File: src/rtl/nic_queued.sv
// nic_queued: CPU <-> mesh-router network interface with DEPTH-deep FIFOs on
// both directions, VC-polarity-gated injection, and memory-mapped status.
// DEPTH must be a power of two >= 2; PACKET_WIDTH must be >= 16 so the status
// words fit; $clog2(DEPTH)+1 must be <= 8 so a count fits in bits [15:8].
module nic_queued #(
  parameter int PACKET_WIDTH = 64,
  parameter int DEPTH        = 4,
  parameter int VC_BIT       = 63
) (
  input  logic                    clk,
  input  logic                    reset,
  input  logic [1:0]              addr,
  input  logic [PACKET_WIDTH-1:0] d_in,
  output logic [PACKET_WIDTH-1:0] d_out,
  input  logic                    nicEn,
  input  logic                    nicEnWR,
  input  logic                    net_si,
  output logic                    net_ri,
  input  logic [PACKET_WIDTH-1:0] net_di,
  output logic                    net_so,
  input  logic                    net_ro,
  output logic [PACKET_WIDTH-1:0] net_do,
  input  logic                    net_polarity
);

  localparam int PW = $clog2(DEPTH);
  localparam int CW = PW + 1;
  localparam logic [CW-1:0] FULL_COUNT = CW'(DEPTH);

  localparam logic [1:0] ADDR_IN_DATA    = 2'd0;
  localparam logic [1:0] ADDR_IN_STATUS  = 2'd1;
  localparam logic [1:0] ADDR_OUT_DATA   = 2'd2;
  localparam logic [1:0] ADDR_OUT_STATUS = 2'd3;

  // Router -> CPU FIFO
  logic [PACKET_WIDTH-1:0] in_mem [DEPTH];
  logic [PW-1:0]           in_rd_ptr, in_wr_ptr;
  logic [CW-1:0]           in_count;

  // CPU -> router FIFO
  logic [PACKET_WIDTH-1:0] out_mem [DEPTH];
  logic [PW-1:0]           out_rd_ptr, out_wr_ptr;
  logic [CW-1:0]           out_count;

  logic overflow;

  logic                    cpu_rd, cpu_wr;
  logic                    in_push, in_pop, in_empty;
  logic                    out_push, out_pop, out_full, out_empty;
  logic                    overflow_set, overflow_clr;
  logic [PACKET_WIDTH-1:0] in_head, out_head;

  assign cpu_rd    = nicEn && !nicEnWR;
  assign cpu_wr    = nicEn && nicEnWR;

  assign in_empty  = (in_count == '0);
  assign out_empty = (out_count == '0);
  assign out_full  = (out_count == FULL_COUNT);

  assign in_head   = in_mem[in_rd_ptr];
  assign out_head  = out_mem[out_rd_ptr];

  // Ready comes only from the registered count: a CPU pop this cycle does not
  // open a slot for the router until the next cycle.
  assign net_ri    = !reset && (in_count != FULL_COUNT);
  assign in_push   = net_si && net_ri;
  assign in_pop    = cpu_rd && (addr == ADDR_IN_DATA) && !in_empty;

  // A head whose VC tag disagrees with the router polarity stalls the queue.
  assign out_pop   = !out_empty && net_ro && (out_head[VC_BIT] == net_polarity);

  // A full queue that is injecting this cycle still frees a slot, so the write
  // is accepted; both decisions use start-of-cycle state only.
  assign out_push     = cpu_wr && (addr == ADDR_OUT_DATA) && (!out_full || out_pop);
  assign overflow_set = cpu_wr && (addr == ADDR_OUT_DATA) && out_full && !out_pop;
  assign overflow_clr = cpu_rd && (addr == ADDR_OUT_STATUS);

  // CPU read mux: data or status word for the selected register, else zero.
  always_comb begin
    // NOTE: defaulting every output first keeps this block free of inferred latches.
    d_out = '0;
    if (cpu_rd) begin
      case (addr)
        ADDR_IN_DATA: begin
          if (!in_empty) d_out = in_head;
        end
        ADDR_IN_STATUS: begin
          d_out[8 +: CW] = in_count;
          d_out[0]       = !in_empty;
        end
        ADDR_OUT_STATUS: begin
          d_out[8 +: CW] = out_count;
          d_out[1]       = overflow;
          d_out[0]       = out_full;
        end
        default: d_out = '0;
      endcase
    end
  end

  // Storage for both FIFOs; entries are only ever read behind a valid count.
  // NOTE: the data arrays carry no reset -- pointers and counts define validity,
  // so resetting the RAM would only cost area and routing.
  always_ff @(posedge clk) begin
    if (in_push)  in_mem[in_wr_ptr]   <= net_di;
    if (out_push) out_mem[out_wr_ptr] <= d_in;
  end

  // Input FIFO pointers and occupancy.
  // NOTE: sequential state uses non-blocking assignments so every flop samples
  // the pre-edge values regardless of statement order.
  always_ff @(posedge clk) begin
    if (reset) begin
      in_rd_ptr <= '0;
      in_wr_ptr <= '0;
      in_count  <= '0;
    end else begin
      if (in_push) in_wr_ptr <= in_wr_ptr + 1'b1;
      if (in_pop)  in_rd_ptr <= in_rd_ptr + 1'b1;
      case ({in_push, in_pop})
        2'b10:   in_count <= in_count + 1'b1;
        2'b01:   in_count <= in_count - 1'b1;
        default: in_count <= in_count;
      endcase
    end
  end

  // Output FIFO pointers and occupancy.
  always_ff @(posedge clk) begin
    if (reset) begin
      out_rd_ptr <= '0;
      out_wr_ptr <= '0;
      out_count  <= '0;
    end else begin
      if (out_push) out_wr_ptr <= out_wr_ptr + 1'b1;
      if (out_pop)  out_rd_ptr <= out_rd_ptr + 1'b1;
      case ({out_push, out_pop})
        2'b10:   out_count <= out_count + 1'b1;
        2'b01:   out_count <= out_count - 1'b1;
        default: out_count <= out_count;
      endcase
    end
  end

  // Registered injection port: pulse net_so and hold the last packet on net_do.
  always_ff @(posedge clk) begin
    if (reset) begin
      net_so <= 1'b0;
      net_do <= '0;
    end else begin
      net_so <= out_pop;
      if (out_pop) net_do <= out_head;
    end
  end

  // Sticky overflow flag: a dropped write wins over a same-cycle status read.
  always_ff @(posedge clk) begin
    if (reset) begin
      overflow <= 1'b0;
    end else if (overflow_set) begin
      overflow <= 1'b1;
    end else if (overflow_clr) begin
      overflow <= 1'b0;
    end
  end

endmodule

File: config.mk
export PLATFORM = sky130hd
export DESIGN_NAME = nic_queued
export DESIGN_NICKNAME = d
export VERILOG_FILES = /design/src/rtl/nic_queued.sv
export SDC_FILE = /design/constraint.sdc
export NUM_CORES = 1
export LEC_CHECK = 0
export ABC_AREA = 1
export BUFFER_PORTS_ARGS = -buffer_cell sky130_fd_sc_hd__buf_2
export CORE_MARGIN = 1
export CORE_UTILIZATION = 42
export DETAILED_ROUTE_END_ITERATION = 7
export PLACE_DENSITY_LB_ADDON = 0.08
export SLEW_MARGIN = 40
export SYNTH_ARGS = -nofsm -noshare
export SYNTH_HDL_FRONTEND = slang
export SYNTH_SLANG_ARGS = --single-unit
File: constraint.sdc
create_clock -name clk -period 4.3 [get_ports clk]
set_input_delay 0.215 -clock clk [delete_from_list [all_inputs] [get_ports clk]]
set_output_delay 0.215 -clock clk [all_outputs]
set_load 0.005 [all_outputs]
* Yosys cells after proc, flatten, opt, wreduce, memory -nomap -nowiden
Memories as Yosys holds them, arrays and structs flattened. A register that Yosys moved wholly into a read port is not among the register bits.
Cells that the tools add are included.
** Cells by class
- Bitwise gates (word level) :: 0
- Add/sub/neg operators :: 8
- Multipliers :: 0
- Shift-type cells :: 0
- Reductions and logical operators :: 26
- $lt $le $gt $ge :: 0
- Eq/ne operators :: 10
- Muxes and demuxes :: 19
- Divide/modulo/power cells :: 0
** Operator list (count)
- $mux 64 :: 2
- $mux 53 :: 1
- $logic_and 1x1->1 :: 13
- $pmux 3 s2 :: 2
- $pmux 3 s3 :: 1
- $add 2x1->2 const B :: 4
- $eq 2x2->1 const B :: 4
- $mux 2 :: 4
- $add 3x1->3 const B :: 2
- $eq 2x1->1 const B :: 3
- $logic_not 1->1 :: 6
- $logic_not 3->1 :: 2
- $mux 1 :: 6
- $mux 6 :: 1
- $reduce_bool 2->1 :: 3
- $sub 3x1->3 const B :: 2
- $eq 3x3->1 const B :: 1
- $ne 3x3->1 const B :: 1
- $pmux 1 s3 :: 1
- $logic_not 2->1 :: 1
- $pmux 1 s2 :: 1
- $eq 1x1->1 :: 1
- $logic_or 1x1->1 :: 1
** Word-level totals
- Register bits after elaboration :: 80
- Logic and storage cells :: 74
- Output and inout port bits :: 130
- Memories :: 2
- Latch bits :: 0
- Input port bits :: 137
- Bits in read-only memories :: 0
- RAM bits :: 512
** Memory list
- in_mem :: depth 4, bits a word 64, rd ports 1, clocked after Yosys merged registers in 1, wr ports 1, RTL line 36 : logic [PACKET_WIDTH-1:0] in_mem [DEPTH];
- out_mem :: depth 4, bits a word 64, rd ports 1, clocked after Yosys merged registers in 1, wr ports 1, RTL line 41 : logic [PACKET_WIDTH-1:0] out_mem [DEPTH];

* Logic depth before layout (Yosys ltp)
Gate-level depths: netlist of the first run.
- Depth after elaboration :: 8
- Mapped depth :: 15

* Least setup slack after synthesis of the first run
Ideal clock, no wire load.
- Path kind :: register -> register
- Start :: reg with a tool-made name
- End :: mem out_mem[0][0] (enable)
- Cell stages (with the launch flop) :: 10
- Path buffers :: 1
- Arrival :: 3780 ps
- Required time :: 3814 ps
- Clock period less this slack :: 4267 ps
- Path slack :: 33 ps
- Cells stage by stage :: dfxtp_1 > buf_4 > nand2_1 > nand3_2 > nand2_2 > nand2_2 > nand3_2 > nand2_1 > nand2_1 > nor2_1
** RTL lines (RTL line)
- end: declaration :: 41

==> metrics.yaml, run 1 <==
clock_network:
  clk_pin_slew_ns: 0.06
  clk_path_buf_depth: 3
  cts-buffers-inserted: 66
  root_buffer: "clkbuf_16"
  cts.sinks: 596
  ctsResizeCount: 0
  cts_tree: "yes"
  insertion_delay_ns: 0.59
  htreeDepth: 3
yosys:
  synth_xor_area_share_pct: 0
  yosysMostFrequentCell: "edfxtp_1"
  synth_seq_area_share_pct: 74.4
  ys_types: 31
  synth_edf_count: 512
  yosys_warnings: 0
  synth_top_area_cell: "edfxtp_1"
  synthTopCellsByCount: "edfxtp_1 (512), nor2_1 (401), o21ai_0 (266)"
  async_flop_share_pct: 0
  synth_compound_area_share_pct: 11.6
  synth_nets: 1964
  synth_area_leaders: "edfxtp_1 (67%), dfxtp_1 (7.3%), nor2_1 (6.6%), o21ai_0 (5.8%), a21oi_1 (2.2%)"
  synth_adder_area_share_pct: 0.939
  synth_top_area_share_pct: 67.1
  netlist_instances: 1811
  dominantRegCellSynth: "edfxtp_1"
  synthSimpleGateAreaFrac_pct: 10.0
  netlist_area_mm2: 0.0229
  ys_seq_elements: 596
  synth_top_family_by_area: "compound AO/OA/AOI/OAI gates"
  synth_area_per_cell_um2: 12.7
  synth_mux_area_share_pct: 0
global_route:
  antenna_found_initial: 6
  grt_usage_pct: 19.7
  first_global_vias: 14700
  overflow: 0
  grt_max_degree: 111
  grt_pass1_wl_um: 84900
worst_setup_path:
  start_kind: "flop"
  critPathKind: "reg -> out"
  cp.required_ns: 4.09
  end_kind: "output pin"
  cp_max_fo: 102
  critPathArrivalTime_ns: 3.00
final_layout:
  nets: 2339
  stdcell_area_mm2: 0.0283
  drive_above_1_share_pct: 22.0
  fin_util_pct: 52.6
  fillCellCount: 4646
  layoutNonFillerInstCount: 2934
  syn_to_final_growth_pct: 23.6
sta:
  fin_skew_ns: 0.0224
  setup-tns-final_ns: 0
  post-route-min-period_ns: 3.21
  max_slew_margin_pct: 45.8
  setup_viol: 0
  layout_setup_ws_ns: 1.09
  hold_viol_final: 0
  worst_pin_slew_ns: 0.813
  fmax_mhz: 311
  period_share_pct: 74.8
  report.final.slew_viol_count: 0
  whs_ns: 0.0529
  rsz0062_at_grt: "false"
pwr:
  ir_worst_vdd_uv: 297
  p_per_area_mw_per_mm2: 446
  total_power_mw: 12.6
  p_leak_nw: 10.2
drt:
  wl_um: 55100
  routedWlPerCell_um: 18.8
  drcViolationCount: 0
  num_vias: 14800
  vias_per_cell: 5.06
  ant_nets: 0
  drt-pass1-iter-count: 5
  drtIter0Drc: 788
placed_design:
  hpwl_um: 30100
  place_ws_ns: 1.32
  finalWeightedCongestion: 0.739
  io_buffers: 266
  place_area_mm2: 0.0249
  placed_cells: 2685
die:
  io_pins: 267
  start_util_pct: 42.5
  die_area_mm2: 0.0555
  core_region_area_mm2: 0.0539
  die_h_um: 236
  core.rowCount: 85
  die_w_um: 236
run:
  max_cap_viol_count: 0
run_status:
  status: "completed"
hold_path:
  hold_path_class: "in -> reg"
sequential cells by signal (all words and copies together) (netlist names), named ones only:
signal      count
out_mem       256
net_so          1
in_rd_ptr       2
out_rd_ptr      2
in_mem        256
out_wr_ptr      2
overflow        1
in_wr_ptr       2
net_do         64
in_count        3
out_count       3
final timing paths:
| kind | startpoint | to | slack (ns) | depth (start not counted) |
|---|---|---|---|---|
| min | reset | in_count[1]$_SDFFE_PP0P_ | 0.05 | 2 |
| max reg2reg | flop | out_mem[2][28]$_DFFE_PP_ | 1.51 | 10 |
| max | flop | d_out[8] | 1.09 | 7 |
| min reg2reg | in_rd_ptr[1]$_SDFFE_PP0P_ | flop | 0.46 | 2 |
metal layers:
layer | up-vias | routed length, µm | track usage, %
li1 | 7212 | - | -
met1 | 7208 | 24200 | 25.6
met2 | 338 | 27100 | 33.3
met3 | 77 | 2620 | 3.73
met4 | 8 | 1140 | 6.36
met5 | - | 42 | 0
critical path: stages, from the launching register on:
cell      delay (ns)
dfxtp_4         0.76
clkinv_2        0.50
buf_12          0.34
o21ai_0         0.24
o22ai_1         0.10
a21oi_1         0.17
nor2_1          0.06
buf_2           0.14
report_power, final:
part           internal (mW)  leakage, nW  total, mW  switching [mW]
combinational          0.289         3.85      0.765           0.477
sequential              6.40         5.31       6.45          0.0494
clock                   3.23         1.02       5.42            2.20
total                   9.91         10.2       12.6            2.72
logic make-up (layout without fill, tap and decap cells):
family / count (synthesis) / count (layout)
AO/OA/AOI/OAI: 480 / 480
adder cells (fa/ha/maj): 16 / 16
buffers and inverters: 153 / 577
flip-flops: 596 / 596
other: 0 / 3
AND/OR/NAND/NOR: 566 / 566
cells in the final DEF, fill, tap and decap left out, types with 2 or more instances in the layout:
cell type / count
edfxtp_1: 512
nor2_1: 393
o21ai_0: 266
buf_2: 265
dlygate4sd3_1: 128
nand2_1: 105
a21oi_1: 99
dfxtp_1: 80
o22ai_1: 70
clkbuf_16: 68
nand2_2: 43
a21oi_2: 40
inv_1: 35
clkbuf_1: 23
ha_1: 14
buf_4: 13
clkinv_2: 9
nor2_4: 8
nand3_1: 7
clkbuf_8: 7
buf_6: 7
buf_12: 5
inv_2: 4
diode_2: 3
bufinv_16: 3
clkinv_8: 3
a22oi_1: 2
nand3_2: 2
nand4_1: 2
fa_1: 2
dfxtp_4: 2
dfxtp_2: 2
inv_6: 2
clkinv_1: 2
layout make-up:
class	instances	area (µm²)	area share (%)
Sequential cell	596	17100	60.2
Multi-Input combinational cell	1062	5230	18.5
Timing Repair Buffer	419	2910	10.3
Clock buffer	98	1880	6.65
Tap cell	696	871	3.07
Clock inverter	19	211	0.746
Inverter	41	158	0.556
Antenna cell	3	7.51	0.0265
repair_timing:
| item | CTS | global route |
|---|---|---|
| buffers inserted | 0 | 0 |
| hold endpoints to repair | 512 | 0 |
| hold buffers | 128 | 0 |
| endpoints found under the setup margin | 0 | 0 |
(Power assumes the default switching activity.)
==> run 2, diff against run 1 <==
- clock period: 4.3 -> 3 ns (I/O delays scaled with it)
==> run 2 against run 1 <==
Total power increased by 44%; register-to-register slack worse by 0.81 ns; utilization increased by 0.27 points; sequential power increased by 43%.
==> metrics.yaml, run 2 (same netlist as run 1, synthesis figures left out) <==
run_status:
  status: "completed"
drt:
  drcViolationCount: 0  # unchanged
  drt-pass1-iter-count: 5  # unchanged
  vias_per_cell: 5.07  # +0.15%
  routedWlPerCell_um: 18.8  # +0.45%
  num_vias: 14900  # +0.63%
  ant_nets: 0  # unchanged
  drtIter0Drc: 769  # -2.4%
  wl_um: 55600  # +0.93%
die:
  core.rowCount: 85  # unchanged
  io_pins: 267  # unchanged
  start_util_pct: 42.5  # unchanged
  die_area_mm2: 0.0555  # unchanged
  core_region_area_mm2: 0.0539  # unchanged
  die_h_um: 236  # unchanged
  die_w_um: 236  # unchanged
clock_network:
  ctsResizeCount: 0  # unchanged
  root_buffer: "clkbuf_16"
  cts_tree: "yes"
  cts-buffers-inserted: 66  # unchanged
  cts.sinks: 596  # unchanged
  clk_pin_slew_ns: 0.05  # about the same
  clk_path_buf_depth: 3  # unchanged
  htreeDepth: 3  # unchanged
  insertion_delay_ns: 0.59  # about the same
placed_design:
  io_buffers: 266  # unchanged
  finalWeightedCongestion: 0.774  # +4.7%
  hpwl_um: 30000  # -0.30%
  place_ws_ns: 0.694  # -0.625 ns
final_layout:
  mostFrequentLayoutCell: "edfxtp_1"
  nets: 2351  # +0.51%
  drive_above_1_share_pct: 22.0  # +0.031 points
  layout_common_cells: "edfxtp_1 (512), nor2_1 (393), o21ai_0 (266), buf_2 (265), dlygate4sd3_1 (130)"
  syn_to_final_growth_pct: 24.2
  top_regs: "in_mem: 256 flops, out_mem: 256 flops, net_do: 64 flops"
run:
  max_cap_viol_count: 0  # unchanged
sta:
  rsz0062_at_grt: "false"
  setup_viol: 0  # unchanged
  worst_pin_slew_ns: 0.848  # +0.0351 ns
  layout_setup_ws_ns: 0.215  # -0.870 ns
  report.final.slew_viol_count: 0  # unchanged
  post-route-min-period_ns: 2.79
  whs_ns: 0.129  # +0.0759 ns
  fin_skew_ns: 0.0252  # +0.00275 ns
  period_share_pct: 92.8
  max_slew_margin_pct: 43.5  # -2.3 points
  fmax_mhz: 359
  hold_viol_final: 0  # unchanged
global_route:
  overflow: 0  # unchanged
  grt_max_degree: 87  # -22%
  first_global_vias: 14800  # +0.65%
  grt_usage_pct: 20.1  # +0.35 points
  grt_pass1_wl_um: 86100  # +1.3%
  antenna_found_initial: 7  # +1
worst_setup_path:
  cp_max_fo: 59  # -42%
  critPathKind: "reg -> out"
  end_kind: "output pin"
  cp.required_ns: 2.85  # -1.24 ns
  critPathArrivalTime_ns: 2.64  # -0.36 ns
  start_kind: "flop"
pwr:
  p_leak_nw: 10.3  # +0.72%
  p_per_area_mw_per_mm2: 639  # +43%
  ir_worst_vdd_uv: 493  # +66%
hold_path:
  hold_path_class: "in -> reg"
-- run 2: per-layer routing --
layer / vias up / global-route usage (%) / share of wire, %
met5: - / 0 / 0.12
met4: 10 / 5.80 / 1.7
met3: 77 / 4.21 / 5.5
met2: 356 / 34.0 / 49
met1: 7255 / 26.0 / 44
li1: 7238 / - / -
-- run 2: stage by stage --
step	TNS (ns)	utilization [%]	area, µm²	std cells	power (mW)
floorplan	-262.05	-	23000	1811	10.0
global placement	0	46.4	25000	2694	10.4
detailed placement	0	46.4	25000	2694	10.4
CTS	0	52.7	28400	2944	18.4
global route	0	52.8	28500	2948	18.9
finish	0	52.8	28500	2948	18.2
-- run 2: area by class of cell --
class / instances / area [µm²]
antenna: 2 / 5.00
clock buffer: 91 / 1880
clock inverter: 29 / 230
fill: 4669 / 25400
inverter: 41 / 156
multi-input combinational: 1062 / 5230
sequential: 596 / 17100
tap: 696 / 871
timing repair buffer: 431 / 3040
-- run 2: where the power goes --
| part | internal [mW] | switching, mW | leakage [nW] |
|---|---|---|---|
| Combinational | 0.426 | 0.701 | 3.92 |
| Sequential | 9.17 | 0.0601 | 5.31 |
| Clock | 4.72 | 3.11 | 1.03 |
-- run 2: path summary, 6_finish.rpt --
path | to | startpoint | slack, ns | depth (start not counted)
worst max-delay path | d_out[61] | in_count[0]$_SDFFE_PP0P_ | 0.21 | 7
worst min-delay path | flop | nicEnWR | 0.13 | 5
worst max register to register | out_mem[0][19]$_DFFE_PP_ | flop | 0.70 | 10
worst min register to register | flop | in_rd_ptr[1]$_SDFFE_PP0P_ | 0.46 | 2
-- run 2: timing repair --
action                                 4_1_cts  5_1_grt
hold buffers                               130        0
buffers inserted                             0        0
endpoints found under the hold margin      531        0
-- run 2: critical path: stages (launching register included) --
cell,delay [ns]
dfxtp_1,0.29
inv_1,0.15
nand3_1,0.16
and2_1,0.24
nand2_2,0.09
buf_4,0.67
a21oi_1,0.22
buf_2,0.20
==> run 3, diff against run 2 <==
- CAP_MARGIN: default -> 20
- RECOVER_POWER: default -> 25
==> run 3 against run 2 <==
Clock power barely moved; flip-flop and latch count unchanged; clock skew is 0.00096 ns lower; worst setup slack better by 0.022 ns; hold slack gained 0.0059 ns; die area unchanged; highest routed layer unchanged; total power about the same; largest cell class unchanged; wire length up 0.12%; sequential power hardly changed; critical path depth did not move.
==> metrics.yaml, run 3 (same netlist as run 1, synthesis figures left out) <==
die:
  die_h_um: 236  # unchanged
  core_region_area_mm2: 0.0539  # unchanged
  die_w_um: 236  # unchanged
  die_area_mm2: 0.0555  # unchanged
  start_util_pct: 42.5  # unchanged
  core.rowCount: 85  # unchanged
  io_pins: 267  # unchanged
final_layout:
  syn_to_final_growth_pct: 23.8
  mostFrequentLayoutCell: "edfxtp_1"
  layout_common_cells: "edfxtp_1 (512), nor2_1 (393), o21ai_0 (266), buf_2 (184), dlygate4sd3_1 (130)"
  fillCellCount: 4699  # +0.64%
  stdcell_area_mm2: 0.0284  # -0.36%
  nets: 2351  # unchanged
  top_regs: "in_mem: 256 flops, out_mem: 256 flops, net_do: 64 flops"
  drive_above_1_share_pct: 18.4  # -3.6 points
  seq_area_mm2: 0.0171  # unchanged
  layoutNonFillerInstCount: 2948  # unchanged
  multi_input_area_mm2: 0.00523  # unchanged
hold_path:
  hp-start: "nicEnWR"
  hold_path_class: "in -> reg"
  hold_depth: 5  # unchanged
sta:
  setup_viol: 0  # unchanged
  max_slew_margin_pct: 43.1  # -0.42 points
  setup-tns-final_ns: 0  # unchanged
  layout_setup_ws_ns: 0.237  # +0.0216 ns
  post-route-min-period_ns: 2.76  # -0.0216 ns
  worst_pin_slew_ns: 0.854  # +0.00632 ns
  period_share_pct: 92.1  # -0.72 points
  fin_skew_ns: 0.0242  # -0.000957 ns
  rsz0062_at_grt: "false"
  fmax_mhz: 362  # +0.78%
  hold_viol_final: 0  # unchanged
  report.final.slew_viol_count: 0  # unchanged
placed_design:
  hpwl_um: 30000  # unchanged
  place_ws_ns: 0.694  # unchanged
  placed_cells: 2694  # unchanged
  io_buffers: 266  # unchanged
  place_area_mm2: 0.0250  # unchanged
  finalWeightedCongestion: 0.774  # unchanged
drt:
  drcViolationCount: 0  # unchanged
  routedWlPerCell_um: 18.9  # +0.12%
  drtIter0Drc: 798  # +3.8%
  num_vias: 15000  # +0.48%
  wl_um: 55600  # +0.12%
  ant_nets: 0  # unchanged
  drt-pass1-iter-count: 5  # unchanged
  vias_per_cell: 5.09  # +0.48%
clock_network:
  clk_pin_slew_ns: 0.05  # about the same
  cts.sinks: 596  # unchanged
  htreeDepth: 3  # unchanged
  root_buffer: "clkbuf_16"
  cts_setup_buffers: 0  # unchanged
  insertion_delay_ns: 0.59  # about the same
  clk_path_buf_depth: 3  # unchanged
  cts_tree: "yes"
  cts-buffers-inserted: 66  # unchanged
pwr:
  clkPwrFrac_pct: 43.1  # about the same
  netSwitchingPower_mw: 3.88  # +0.11%
  comb_power_share_pct: 6.1  # about the same
  power.internal_mw: 14.3  # -0.11%
  p_seq_share_pct: 50.8  # about the same
  total_power_mw: 18.2  # about the same
  p_sw_share_pct: 21.3  # +0.036 points
  ir_worst_vdd_uv: 494  # about the same
  p_per_area_mw_per_mm2: 641  # +0.29%
  p_leak_nw: 10.0  # -2.2%
run_status:
  status: "completed"
worst_setup_path:
  cp.required_ns: 2.85  # about the same
  end_kind: "output pin"
  crit_chain: "inv_1 > nand3_1 > and2_1 > nand2_2 > buf_4 > a21oi_1 > buf_2"
  cp_max_fo: 59  # unchanged
  crit_slowest_cell: "buf_4"
  r2r_cells: 10  # unchanged
  reg2reg_slack_ns: 0.70  # about the same
  cp_slowest_stage_delay_ns: 0.67  # about the same
  critPathArrivalTime_ns: 2.61  # -0.03 ns
  critPathKind: "reg -> out"
  r2r-end: "out_mem[0][19]$_DFFE_PP_"
  start_kind: "flop"
global_route:
  overflow: 0  # unchanged
  grt_max_degree: 87  # unchanged
  first_global_vias: 14800  # unchanged
  grt_pass1_wl_um: 86100  # unchanged
  antenna_found_initial: 7  # unchanged
  grt_usage_pct: 20.1  # unchanged
run:
  max_cap_viol_count: 0  # unchanged
[run 3: power groups by stage]
stage	Sequential, mW	Combinational, mW	Clock (mW)
2_1_floorplan	9.41	0.587	0
3_3_place_gp	9.40	0.982	0
3_5_place_dp	9.40	0.997	0
4_1_cts	9.23	1.14	8.06
5_1_grt	9.24	1.24	8.37
6_report	9.23	1.11	7.84
[run 3: final cells by class]
class                   instances  share of cell area, %
inverters                      41                  0.551
clock inverters                29                  0.811
well taps                     696                   3.07
multi-input cells            1062                   18.4
clock buffers                  91                   6.63
repair buffers                431                   10.4
flip-flops and latches        596                   60.1
diodes                          2                 0.0176
[run 3: metrics by stage]
step / hold slack [ns] / util, %
finish: 0.135 / 52.6
global route: 0.129 / 52.6
CTS: 0.0650 / 52.7
detailed placement: 0.368 / 46.4
global placement: 0.368 / 46.4
floorplan: 0.249 / -
[run 3: critical path: cells and delay by family, from the launching register on]
family                 cells  cell delay [ns]
buffers and inverters      3             1.02
and+or+nand+nor            3             0.47
AOI/OAI and AO/OA          1             0.21
DFF                        1             0.29
[run 3: how the worst max path moves through the flow]
stage	from	end	slack, ns	cells past startpoint
global placement	out_count[0]$_SDFFE_PP0P_	out_count[0]$_SDFFE_PP0P_	0.65	11
floorplan	in_count[1]$_SDFFE_PP0P_	in_mem[0][0]$_DFFE_PP_	-1.02	4
finish	in_count[0]$_SDFFE_PP0P_	d_out[18]	0.24	7
global route	flop	d_out[0]	0.07	8
CTS	in_count[0]$_SDFFE_PP0P_	d_out[61]	0.20	7
detailed placement	flop	out_mem[0][16]$_DFFE_PP_	0.69	10
[run 3: timing repair]
action | in CTS | in global routing
gates resized for setup | 0 | 0
endpoints found under the hold margin | 531 | 0
hold buffers | 130 | 0
[run 3: routing by layer]
layer | GRT usage, % | wire (µm)
met1 | 26.0 | 24300
met2 | 34.0 | 27300
met3 | 4.21 | 3000
met4 | 5.80 | 911
met5 | 0 | 69
